--- config.mk ---
export PLATFORM = sky130hd
export DESIGN_NAME = flog_assemble_flat
export DESIGN_NICKNAME = d
export VERILOG_FILES = /design/src/rtl/flog_pkg.sv /design/src/rtl/flog_assemble_if.sv /design/src/rtl/flog_assemble.sv /design/src/flat_wrapper.sv
export SDC_FILE = /design/constraint.sdc
export NUM_CORES = 1
export LEC_CHECK = 0
export ABC_AREA = 1
export CORE_MARGIN = 2
export CORE_UTILIZATION = 45
export DETAILED_ROUTE_END_ITERATION = 8
export PLACE_DENSITY = 0.63
export SLEW_MARGIN = 20
export SYNTH_ARGS = -nofsm -noshare
export SYNTH_HDL_FRONTEND = slang
export SYNTH_SLANG_ARGS = --single-unit
--- constraint.sdc ---
create_clock -name clk -period 2.7 [get_ports clk]
set_input_delay 0.27 -clock clk [delete_from_list [all_inputs] [get_ports clk]]
set_output_delay 0.27 -clock clk [all_outputs]
set_load 0.1 [all_outputs]
--- src/rtl/flog_pkg.sv ---
// Shared types and constants for the bfloat16 log2 output stage:
// operand classes, special result encodings and FSM state codes.
package flog_pkg;

    localparam int FRAC_WIDTH = 16;
    localparam int EXP_WIDTH  = 8;
    localparam int MAN_WIDTH  = 7;
    localparam int BIAS       = 127;

    typedef enum logic [2:0] {
        FLOG_NORMAL = 3'd0,
        FLOG_ZERO   = 3'd1,
        FLOG_INF    = 3'd2,
        FLOG_NAN    = 3'd3,
        FLOG_NEG    = 3'd4
    } flog_class_t;

    localparam logic [15:0] FLOG_QNAN    = 16'h7FC0;
    localparam logic [15:0] FLOG_POS_INF = 16'h7F80;
    localparam logic [15:0] FLOG_NEG_INF = 16'hFF80;

    // Plain vector codes keep the state register legacy-tool friendly.
    typedef logic [1:0] flog_state_t;
    localparam flog_state_t ST_IDLE  = 2'd0;
    localparam flog_state_t ST_NORM  = 2'd1;
    localparam flog_state_t ST_ROUND = 2'd2;
    localparam flog_state_t ST_DONE  = 2'd3;

endpackage

--- src/rtl/flog_assemble_if.sv ---
// Operand/result handshake bundle between the mantissa-log unit (master)
// and the flog_assemble output stage (slave).
interface flog_assemble_if #(
    parameter int FRAC_WIDTH = 16,
    parameter int EXP_WIDTH  = 8
);
    logic                  in_valid;
    logic                  in_ready;
    logic [EXP_WIDTH-1:0]  in_exp;
    logic [2:0]            in_class;
    logic [FRAC_WIDTH-1:0] in_frac;
    logic                  out_valid;
    logic                  out_ready;
    logic [15:0]           result;

    modport master (
        output in_valid, in_exp, in_class, in_frac, out_ready,
        input  in_ready, out_valid, result
    );

    modport slave (
        input  in_valid, in_exp, in_class, in_frac, out_ready,
        output in_ready, out_valid, result
    );
endinterface

--- src/rtl/flog_assemble.sv ---
// Combines the unbiased exponent with log2(1.M), normalises the signed
// fixed-point sum one bit per cycle and rounds it to a bfloat16 result.
module flog_assemble
    import flog_pkg::*;
#(
    parameter int FRAC_WIDTH_P = FRAC_WIDTH,
    parameter int EXP_WIDTH_P  = EXP_WIDTH,
    parameter int MAN_WIDTH_P  = MAN_WIDTH,
    parameter int BIAS_P       = BIAS
) (
    input  logic       clk,
    input  logic       rst,
    flog_assemble_if.slave bus
);

    localparam int W  = 8 + FRAC_WIDTH_P;
    localparam int VW = 9 + FRAC_WIDTH_P;

    flog_state_t            state_q,   state_d;
    logic                   sign_q,    sign_d;
    logic [W-1:0]           mag_q,     mag_d;
    logic [EXP_WIDTH_P-1:0] exp_q,     exp_d;
    logic [15:0]            result_q,  result_d;

    // Accept-time conversion of (E - BIAS) . frac into sign/magnitude.
    logic [8:0]             int_part;
    logic [VW-1:0]          fix_val;
    logic [VW-1:0]          fix_abs;
    logic [W-1:0]           mag_init;

    assign int_part = 9'({1'b0, bus.in_exp}) - 9'(BIAS_P);
    assign fix_val  = {int_part, bus.in_frac};
    assign fix_abs  = fix_val[VW-1] ? (~fix_val + 1'b1) : fix_val;
    assign mag_init = fix_abs[W-1:0];

    logic [MAN_WIDTH_P-1:0] man;
    logic                   guard_bit;
    logic                   sticky_bit;
    logic                   round_up;
    logic [MAN_WIDTH_P-1:0] man_rnd;
    logic [EXP_WIDTH_P-1:0] exp_rnd;

    assign man        = mag_q[W-2 -: MAN_WIDTH_P];
    assign guard_bit  = mag_q[W-2-MAN_WIDTH_P];
    assign sticky_bit = |mag_q[W-3-MAN_WIDTH_P:0];
    assign round_up   = guard_bit & (sticky_bit | man[0]);

    // Mantissa overflow on round-up carries into the exponent.
    always_comb begin
        man_rnd = man;
        exp_rnd = exp_q;
        if (round_up) begin
            if (&man) begin
                man_rnd = '0;
                exp_rnd = exp_q + 1'b1;
            end else begin
                man_rnd = man + 1'b1;
            end
        end
    end

    always_comb begin
        // NOTE: every next-state signal is defaulted to its held value first,
        // so no path through the case below can infer a latch.
        state_d  = state_q;
        sign_d   = sign_q;
        mag_d    = mag_q;
        exp_d    = exp_q;
        result_d = result_q;

        case (state_q)
            ST_IDLE: begin
                if (bus.in_valid) begin
                    state_d = ST_DONE;
                    case (bus.in_class)
                        FLOG_NORMAL: begin
                            if (mag_init == '0) begin
                                result_d = 16'h0000;
                            end else begin
                                sign_d  = fix_val[VW-1];
                                mag_d   = mag_init;
                                exp_d   = EXP_WIDTH_P'(BIAS_P + 7);
                                state_d = ST_NORM;
                            end
                        end
                        FLOG_ZERO: result_d = FLOG_NEG_INF;
                        FLOG_INF:  result_d = FLOG_POS_INF;
                        default:   result_d = FLOG_QNAN;
                    endcase
                end
            end

            ST_NORM: begin
                if (mag_q[W-1]) begin
                    state_d = ST_ROUND;
                end else begin
                    mag_d = {mag_q[W-2:0], 1'b0};
                    exp_d = exp_q - 1'b1;
                end
            end

            ST_ROUND: begin
                result_d = {sign_q, exp_rnd[7:0], man_rnd};
                state_d  = ST_DONE;
            end

            ST_DONE: begin
                if (bus.out_ready) begin
                    state_d = ST_IDLE;
                end
            end

            default: state_d = ST_IDLE;
        endcase
    end

    // NOTE: all state here is ordinary flops (no memory arrays), so every
    // register is cleared by reset, and each is updated with <= only.
    always_ff @(posedge clk or posedge rst) begin
        if (rst) begin
            state_q  <= ST_IDLE;
            sign_q   <= 1'b0;
            mag_q    <= '0;
            exp_q    <= '0;
            result_q <= 16'h0000;
        end else begin
            state_q  <= state_d;
            sign_q   <= sign_d;
            mag_q    <= mag_d;
            exp_q    <= exp_d;
            result_q <= result_d;
        end
    end

    assign bus.in_ready  = (state_q == ST_IDLE);
    assign bus.out_valid = (state_q == ST_DONE);
    assign bus.result    = result_q;

endmodule

--- src/flat_wrapper.sv ---
// flat-port wrapper written by rule: the top's interface ports become plain ports
module flog_assemble_flat import flog_pkg::*;
#(
    parameter int FRAC_WIDTH_P = FRAC_WIDTH,
    parameter int EXP_WIDTH_P  = EXP_WIDTH,
    parameter int MAN_WIDTH_P  = MAN_WIDTH,
    parameter int BIAS_P       = BIAS
)
  (clk, rst, bus_in_valid, bus_in_exp, bus_in_class, bus_in_frac, bus_out_ready, bus_in_ready, bus_out_valid, bus_result);
  flog_assemble_if bus_i ();
  input  logic clk;
  input  logic rst;
  input wire logic [$bits(bus_i.in_valid)-1:0] bus_in_valid;
  input wire logic [$bits(bus_i.in_exp)-1:0] bus_in_exp;
  input wire logic [$bits(bus_i.in_class)-1:0] bus_in_class;
  input wire logic [$bits(bus_i.in_frac)-1:0] bus_in_frac;
  input wire logic [$bits(bus_i.out_ready)-1:0] bus_out_ready;
  output wire logic [$bits(bus_i.in_ready)-1:0] bus_in_ready;
  output wire logic [$bits(bus_i.out_valid)-1:0] bus_out_valid;
  output wire logic [$bits(bus_i.result)-1:0] bus_result;
  assign bus_i.in_valid = bus_in_valid;
  assign bus_i.in_exp = bus_in_exp;
  assign bus_i.in_class = bus_in_class;
  assign bus_i.in_frac = bus_in_frac;
  assign bus_i.out_ready = bus_out_ready;
  assign bus_in_ready = bus_i.in_ready;
  assign bus_out_valid = bus_i.out_valid;
  assign bus_result = bus_i.result;
  flog_assemble #(.FRAC_WIDTH_P(FRAC_WIDTH_P), .EXP_WIDTH_P(EXP_WIDTH_P), .MAN_WIDTH_P(MAN_WIDTH_P), .BIAS_P(BIAS_P)) u_core (.clk(clk), .rst(rst), .bus(bus_i));
endmodule
==> impl_metrics.env, run 1 <==
export IMPL_syn_inst=679
export IMPL_cts_buffer_depth=2
export IMPL_core_area_um2=9200
export IMPL_crit_arrival_ns=2.69
export IMPL_ctsRootBufferMaster="clkbuf_8"
export IMPL_grt_pass1_vias=4131
export IMPL_clock_skew_ns=0.0139
export IMPL_area_delta_synth_final_pct=24.3
export IMPL_synth_area_leader_cell="dfrtp_1"
export IMPL_drc=0
export IMPL_top_level_ports=49
export IMPL_final_util_pct=57.2
export IMPL_cts_sinks=51
export IMPL_internal_power_w=0.00256
export IMPL_slew_violations=0
export IMPL_drtPass1Iterations=5
export IMPL_setup_slack_ns=0.227
export IMPL_p_per_area_nw_per_um2=1090
export IMPL_ir_drop_v=0.000726
export IMPL_timing_final_crit_share_pct=91.6
export IMPL_finalInstanceArea_um2=5260
export IMPL_cp_start_kind="input pin"
export IMPL_synthTopCellsByArea="dfrtp_1, nand2_1, nand4_1"
export IMPL_max_freq_mhz=404
export IMPL_p_leak_nw=2.80
export IMPL_grt_max_degree=52
export IMPL_start_util_pct=46.0
export IMPL_routed_wirelength_mm=10.8
export IMPL_worstSkewPairLatency_ns=0.31
export IMPL_finalSetupViolations=0
export IMPL_synth_cell_area_um2=4230
export IMPL_yosysUniqueCellTypes=31
export IMPL_ctsHoldBuffers=0
export IMPL_portBuffers=48
export IMPL_grt_use_total_pct=21.9
export IMPL_fin_nets=807
export IMPL_synth_seq_area_share_pct=30.1
export IMPL_crit_fanout=21
export IMPL_drive_gt1_share_pct=14.1
export IMPL_die_area_um2=10200
export IMPL_rsz0062_at_grt="false"
export IMPL_num_vias=4445
export IMPL_ys_seq_elements=51
export IMPL_maxCapViolCount=0
export IMPL_crit_required_ns=2.92
export IMPL_synth_fp_nets=720
export IMPL_synth_edf_count=0
export IMPL_rows=35
export IMPL_outcome="complete, no violations"
export IMPL_hold_viol=0
export IMPL_worstSetupPathType="input pin to register"
export IMPL_yosysWarnings=0
export IMPL_clockPowerShare_pct=9.7
export IMPL_p_sw_w=0.00316
export IMPL_dp_hpwl_mm=8.15
export IMPL_p_comb_share_pct=65.9
export IMPL_ys_async_sr_fraction_pct=100
export IMPL_die_x_um=101
export IMPL_first_iter_violations=259
export IMPL_viasPerCell=5.06
export IMPL_place_area_um2=5120
export IMPL_cts_tree="built"
export IMPL_p_sw_share_pct=55.2
export IMPL_synth_flop_cell="dfrtp_1"
export IMPL_fin_setup_tns_ns=0
export IMPL_synth_area_per_cell_um2=6.24
export IMPL_crit_start="bus_in_exp[0]"
export IMPL_p_seq_share_pct=24.4
export IMPL_min_period_ns=2.47
export IMPL_routabilityCongestion=0.827
export IMPL_timing_hold_ws_ns=0.441
export IMPL_n_antenna_cell=0
export IMPL_grt_overflow_total=0
export IMPL_ant_nets=0
export IMPL_post_place_ws_ns=-0.158
export IMPL_relSlewSlack_pct=56.6
export IMPL_n_fill_cell=958
export IMPL_clk_pin_slew_ns=0.11
export IMPL_grt_first_pass_wirelength_mm=18.4
export IMPL_wl_per_cell_um=12.3
export IMPL_end_kind="register"
export IMPL_antenna_found_initial=0
export IMPL_tightestPinTransition_ns=0.651
export IMPL_yosysTopAreaCellShare_pct=30.1
export IMPL_cts_buffers=5
export IMPL_htreeDepth=2
export IMPL_die_h_um=101
export IMPL_worstReg2RegStart="u_core.mag_q[16]$_DFFE_PP0P_"
export IMPL_hold_path_class="input pin to async pin"
-- routing by layer --
layer	share of wire [%]	vias up	wire [um]	global-route usage [%]
met3	2.9	10	309	2.36
met5	0	-	0	0
li1	-	2364	-	-
met1	46	1990	5030	28.2
met4	1.4	0	153	5.93
met2	49	81	5350	39.0
-- stage by stage --
step           std cells  total power (W)
2_1_floorplan        679          0.00423
3_3_place_gp         869          0.00510
3_5_place_dp         869          0.00517
4_1_cts              877          0.00574
5_1_grt              878          0.00622
6_report             878          0.00572
-- cell families (layout without fill, tap and decap cells) --
logic type | count (synthesis) | in the layout | synth area share [%]
flip-flops | 51 | 51 | 30.1
XOR/XNOR | 11 | 11 | 2.28
AND/OR/NAND/NOR | 437 | 438 | 46.0
buffers and inverters | 118 | 205 | 11.8
AO/OA/AOI/OAI | 52 | 52 | 6.80
adder cells (fa/ha/maj) | 10 | 10 | 2.96
-- registers in the layout, summed over array words and instances, names as in the netlist --
register and cells:
u_core.mag_q 24, u_core.bus.result 16, u_core.exp_q 8, u_core.state_q 2
u_core.sign_q 1
-- critical path: stages --
cell and delay [ns]:
clkdlybuf4s50_1 0.42, ha_1 0.24, nand3_2 0.10, nor2_4 0.06, nor2_4 0.20, nand2_1 0.10, nand2_1 0.07, inv_1 0.04
nor2_1 0.15, nand2_1 0.07, nor2_1 0.19, nand2_1 0.09, nor2_2 0.16, nand4_4 0.12, buf_4 0.24, nand4_1 0.10
nand2_1 0.06
-- synthesized netlist by cell type (all sizes together) (11+ instances only) --
library cell  count
inv              88
nor2             76
nor3             11
nand4            57
nand2           239
nand3            39
o21ai            24
clkbuf           15
dfrtp            51
o22ai            19
buf              14
-- power groups by stage --
stage / logic [W] / registers (W) / clock network [W]
after detailed placement: 0.00376 / 0.00140 / 0
after global routing: 0.00418 / 0.00145 / 0.000599
after CTS: 0.00378 / 0.00139 / 0.000574
final: 0.00377 / 0.00139 / 0.000558
after global placement: 0.00370 / 0.00139 / 0
after floorplan: 0.00207 / 0.00216 / 0
-- cell type report --
class                   count  area, um2  area share (%)
clock buffers               5       68.8            1.31
clock inverters             3       47.5           0.903
inverters                  89        334            6.35
multi-input cells         511       2480            47.2
flip-flops and latches     51       1280            24.2
well taps                 111        139            2.64
repair buffers            108        915            17.4
-- final timing paths --
check / end / slack (ns) / depth (start not counted)
setup / recovery: u_core.mag_q[13]$_DFFE_PP0P_ / 0.23 / 17
hold / removal: u_core.bus.result[9]$_DFFE_PP0P_ / 0.44 / 3
setup reg to reg: u_core.bus.result[13]$_DFFE_PP0P_ / 0.58 / 14
hold reg to reg: u_core.bus.result[15]$_DFFE_PP0P_ / 0.48 / 2
max in group asynchronous: u_core.sign_q$_DFFE_PP0P_ / 1.82 / 3
min in group clk: u_core.bus.result[15]$_DFFE_PP0P_ / 0.48 / 2
-- timing repair --
action	4_1_cts	5_1_grt
setup endpoints to repair	0	49
resized for setup	0	5
setup buffers	0	0
-- cells in the final DEF, fill, tap and decap left out, types with 2 or more instances in the layout --
cell type | Yosys | layout
nand4_1 | 56 | 56
nor3_1 | 11 | 11
nor2_1 | 72 | 71
inv_2 | 2 | 3
nor2_2 | 2 | 3
nor2_4 | 2 | 3
o21ai_0 | 23 | 23
inv_1 | 86 | 85
a21oi_1 | 7 | 6
buf_4 | 2 | 75
or2_2 | 5 | 5
dfrtp_1 | 51 | 51
nand3_2 | 4 | 4
buf_12 | 0 | 2
clkbuf_8 | 0 | 5
ha_1 | 10 | 10
nand3b_1 | 7 | 7
xor2_1 | 10 | 10
clkdlybuf4s50_1 | 0 | 30
nand3_1 | 35 | 35
nand2_1 | 239 | 238
o22ai_1 | 19 | 19
nor4_1 | 2 | 2
Power figures use the tool's default switching activity.
==> inputs of run 2 (changes only) <==
Settings changed: CORE_UTILIZATION 45 to 57, PLACE_DENSITY 0.63 to 0.78.
==> impl_metrics.env, run 2 (synthesis gave the netlist of run 1 again) <==
export IMPL_p_sw_share_pct=56.2
export IMPL_routabilityCongestion=0.917
export IMPL_cts_tree="built"
export IMPL_rr_endpoint="u_core.exp_q[3]$_DFFE_PP0P_"
export IMPL_portBuffers=48
export IMPL_n_fill_cell=625
export IMPL_place_area_um2=5110
export IMPL_final_cell_mix="nand2_1, inv_1, buf_4"
export IMPL_dp_cells=854
export IMPL_min_period_ns=2.48
export IMPL_first_iter_violations=321
export IMPL_drive_gt1_share_pct=14.3
export IMPL_clk_pin_slew_ns=0.10
export IMPL_top_register="u_core.mag_q"
export IMPL_clock_skew_ns=0.0133
export IMPL_routed_wirelength_mm=10.9
export IMPL_hold_viol=0
export IMPL_ant_nets=0
export IMPL_outcome="complete, no violations"
export IMPL_maxCapViolCount=0
export IMPL_finalInstanceArea_um2=5270
export IMPL_total_power_w=0.00566
export IMPL_wl_per_cell_um=12.5
export IMPL_crit_start="bus_in_frac[1]"
export IMPL_hold_path_class="input pin to async pin"
export IMPL_crit_required_ns=2.94
export IMPL_cts_buffers=5
export IMPL_core_area_um2=7210
export IMPL_p_sw_w=0.00318
export IMPL_die_h_um=90.2
export IMPL_p_per_area_nw_per_um2=1070
export IMPL_largest_register_ffs=24
export IMPL_grt_pass1_vias=4428
export IMPL_timing_final_crit_share_pct=91.8
export IMPL_cp_cell_sequence="clkdlybuf4s50_1 > inv_1 > ha_1 > nand3_2 > nor2_4 > buf_4 > nand2_1 > nand3b_1 > nand2_1 > inv_1 > nand2_1 > nor2_1 > nand2_1 > nor2_2 > nand4_4 > nand3_4 > buf_4 > nand2_1 > nand2_1"
export IMPL_cpLargestDelayFamily="simple AND/OR/NAND/NOR gates"
export IMPL_num_vias=4628
export IMPL_post_place_ws_ns=-0.292
export IMPL_start_util_pct=58.7
export IMPL_top_level_ports=49
export IMPL_rows=31
export IMPL_slew_violations=0
export IMPL_cp_start_kind="input pin"
export IMPL_internal_power_w=0.00248
export IMPL_p_comb_share_pct=67.0
export IMPL_grt_max_degree=52
export IMPL_fin_cells=866
export IMPL_cts_sinks=51
export IMPL_cts_buffer_depth=2
export IMPL_finalSetupViolations=0
export IMPL_ir_drop_v=0.000492
export IMPL_antenna_found_initial=0
export IMPL_rsz0062_at_grt="true"
export IMPL_relSlewSlack_pct=62.5
export IMPL_area_delta_synth_final_pct=24.6
export IMPL_viasPerCell=5.34
export IMPL_cpMostUsedCell="nand2_1"
export IMPL_n_antenna_cell=0
export IMPL_drtPass1Iterations=5
export IMPL_timing_hold_ws_ns=0.302
export IMPL_crit_arrival_ns=2.72
export IMPL_grt_overflow_total=0
export IMPL_end_kind="register"
export IMPL_htreeDepth=2
export IMPL_worstReg2RegStart="u_core.state_q[1]$_DFFE_PP0P_"
export IMPL_die_x_um=90.2
export IMPL_grt_use_total_pct=27.1
export IMPL_clockPowerShare_pct=8.3
export IMPL_ctsRootBufferMaster="clkbuf_8"
export IMPL_die_area_um2=8130
export IMPL_worstSetupPathType="input pin to register"
export IMPL_p_seq_share_pct=24.7
export IMPL_fin_nets=807
export IMPL_p_leak_nw=2.80
export IMPL_crit_fanout=8
export IMPL_max_freq_mhz=403
export IMPL_rrSetupSlack_ns=0.54
export IMPL_final_common_cell="nand2_1"
export IMPL_slowest_delay_ns=0.43
export IMPL_grt_first_pass_wirelength_mm=18.8
export IMPL_setup_slack_ns=0.220
export IMPL_cp_num_buf_inv=5
export IMPL_drc=0
export IMPL_crit_slowest_cell="clkdlybuf4s50_1"
export IMPL_worstSkewPairLatency_ns=0.31
export IMPL_reg2reg_depth=7
export IMPL_tightestPinTransition_ns=0.562
export IMPL_dp_hpwl_mm=8.27
[run 2: per-stage QoR]
stage / utilization (%) / setup TNS, ns
after floorplan: - / 0
after global placement: 70.8 / -7.85
after detailed placement: 70.8 / -11.57
after CTS: 72.2 / 0
after global routing: 73.1 / -0.0169
final: 73.1 / 0
[run 2: worst register-to-register path, stage by stage (launching register included)]
cell and delay (ns):
dfrtp_1 0.38, inv_1 0.08, ha_1 0.20, inv_1 0.37, nand2_1 0.48, buf_4 0.37, nand4_1 0.13, nand2_1 0.06
[run 2: layout make-up]
type / instances / area (um2) / area share, %
clock buffers: 6 / 82.6 / 1.57
flip-flops and latches: 51 / 1280 / 24.2
multi-input cells: 511 / 2500 / 47.4
well taps: 99 / 124 / 2.35
inverters: 89 / 334 / 6.33
repair buffers: 108 / 940 / 17.8
clock inverters: 2 / 16.3 / 0.308
[run 2: worst max-delay path by stage]
stage	cells past startpoint	to	slack, ns
floorplan	10	u_core.mag_q[21]$_DFFE_PP0P_	0.03
global placement	18	u_core.exp_q[5]$_DFFE_PP0P_	-0.20
detailed placement	18	u_core.mag_q[2]$_DFFE_PP0P_	-0.29
CTS	18	u_core.mag_q[15]$_DFFE_PP0P_	0.02
global route	19	u_core.mag_q[15]$_DFFE_PP0P_	-0.008
finish	19	u_core.mag_q[15]$_DFFE_PP0P_	0.22
[run 2: layer usage]
| metal | GRT usage [%] | vias to the layer above | share of wire [%] | wire length, um |
|---|---|---|---|---|
| met5 | 0 | - | 0 | 0 |
| met2 | 49.0 | 145 | 50 | 5420 |
| met3 | 3.35 | 21 | 3.9 | 423 |
| li1 | - | 2370 | - | - |
| met4 | 10.8 | 0 | 2.3 | 250 |
| met1 | 32.8 | 2092 | 44 | 4770 |
[run 2: power by group through the flow]
stage	combinational, W	sequential [W]	clock, W
floorplan	0.00207	0.00216	0
global placement	0.00363	0.00139	0
detailed placement	0.00374	0.00141	0
CTS	0.00374	0.00139	0.000479
global route	0.00415	0.00145	0.000505
finish	0.00379	0.00140	0.000471
[run 2: repair_timing]
| action | in CTS | in global routing |
|---|---|---|
| hold buffers | 0 | 0 |
| endpoints found under the hold margin | 0 | 0 |
| gates resized for setup | 0 | 8 |
| setup endpoints to repair | 0 | 50 |
| buffers inserted | 0 | 3 |
==> inputs of run 3 (changes only) <==
Settings changed: HOLD_SLACK_MARGIN set to 0.03, TNS_END_PERCENT set to 20.
==> results of run 3 <==
Final layout, timing and power as in run 2 (identical DEF).
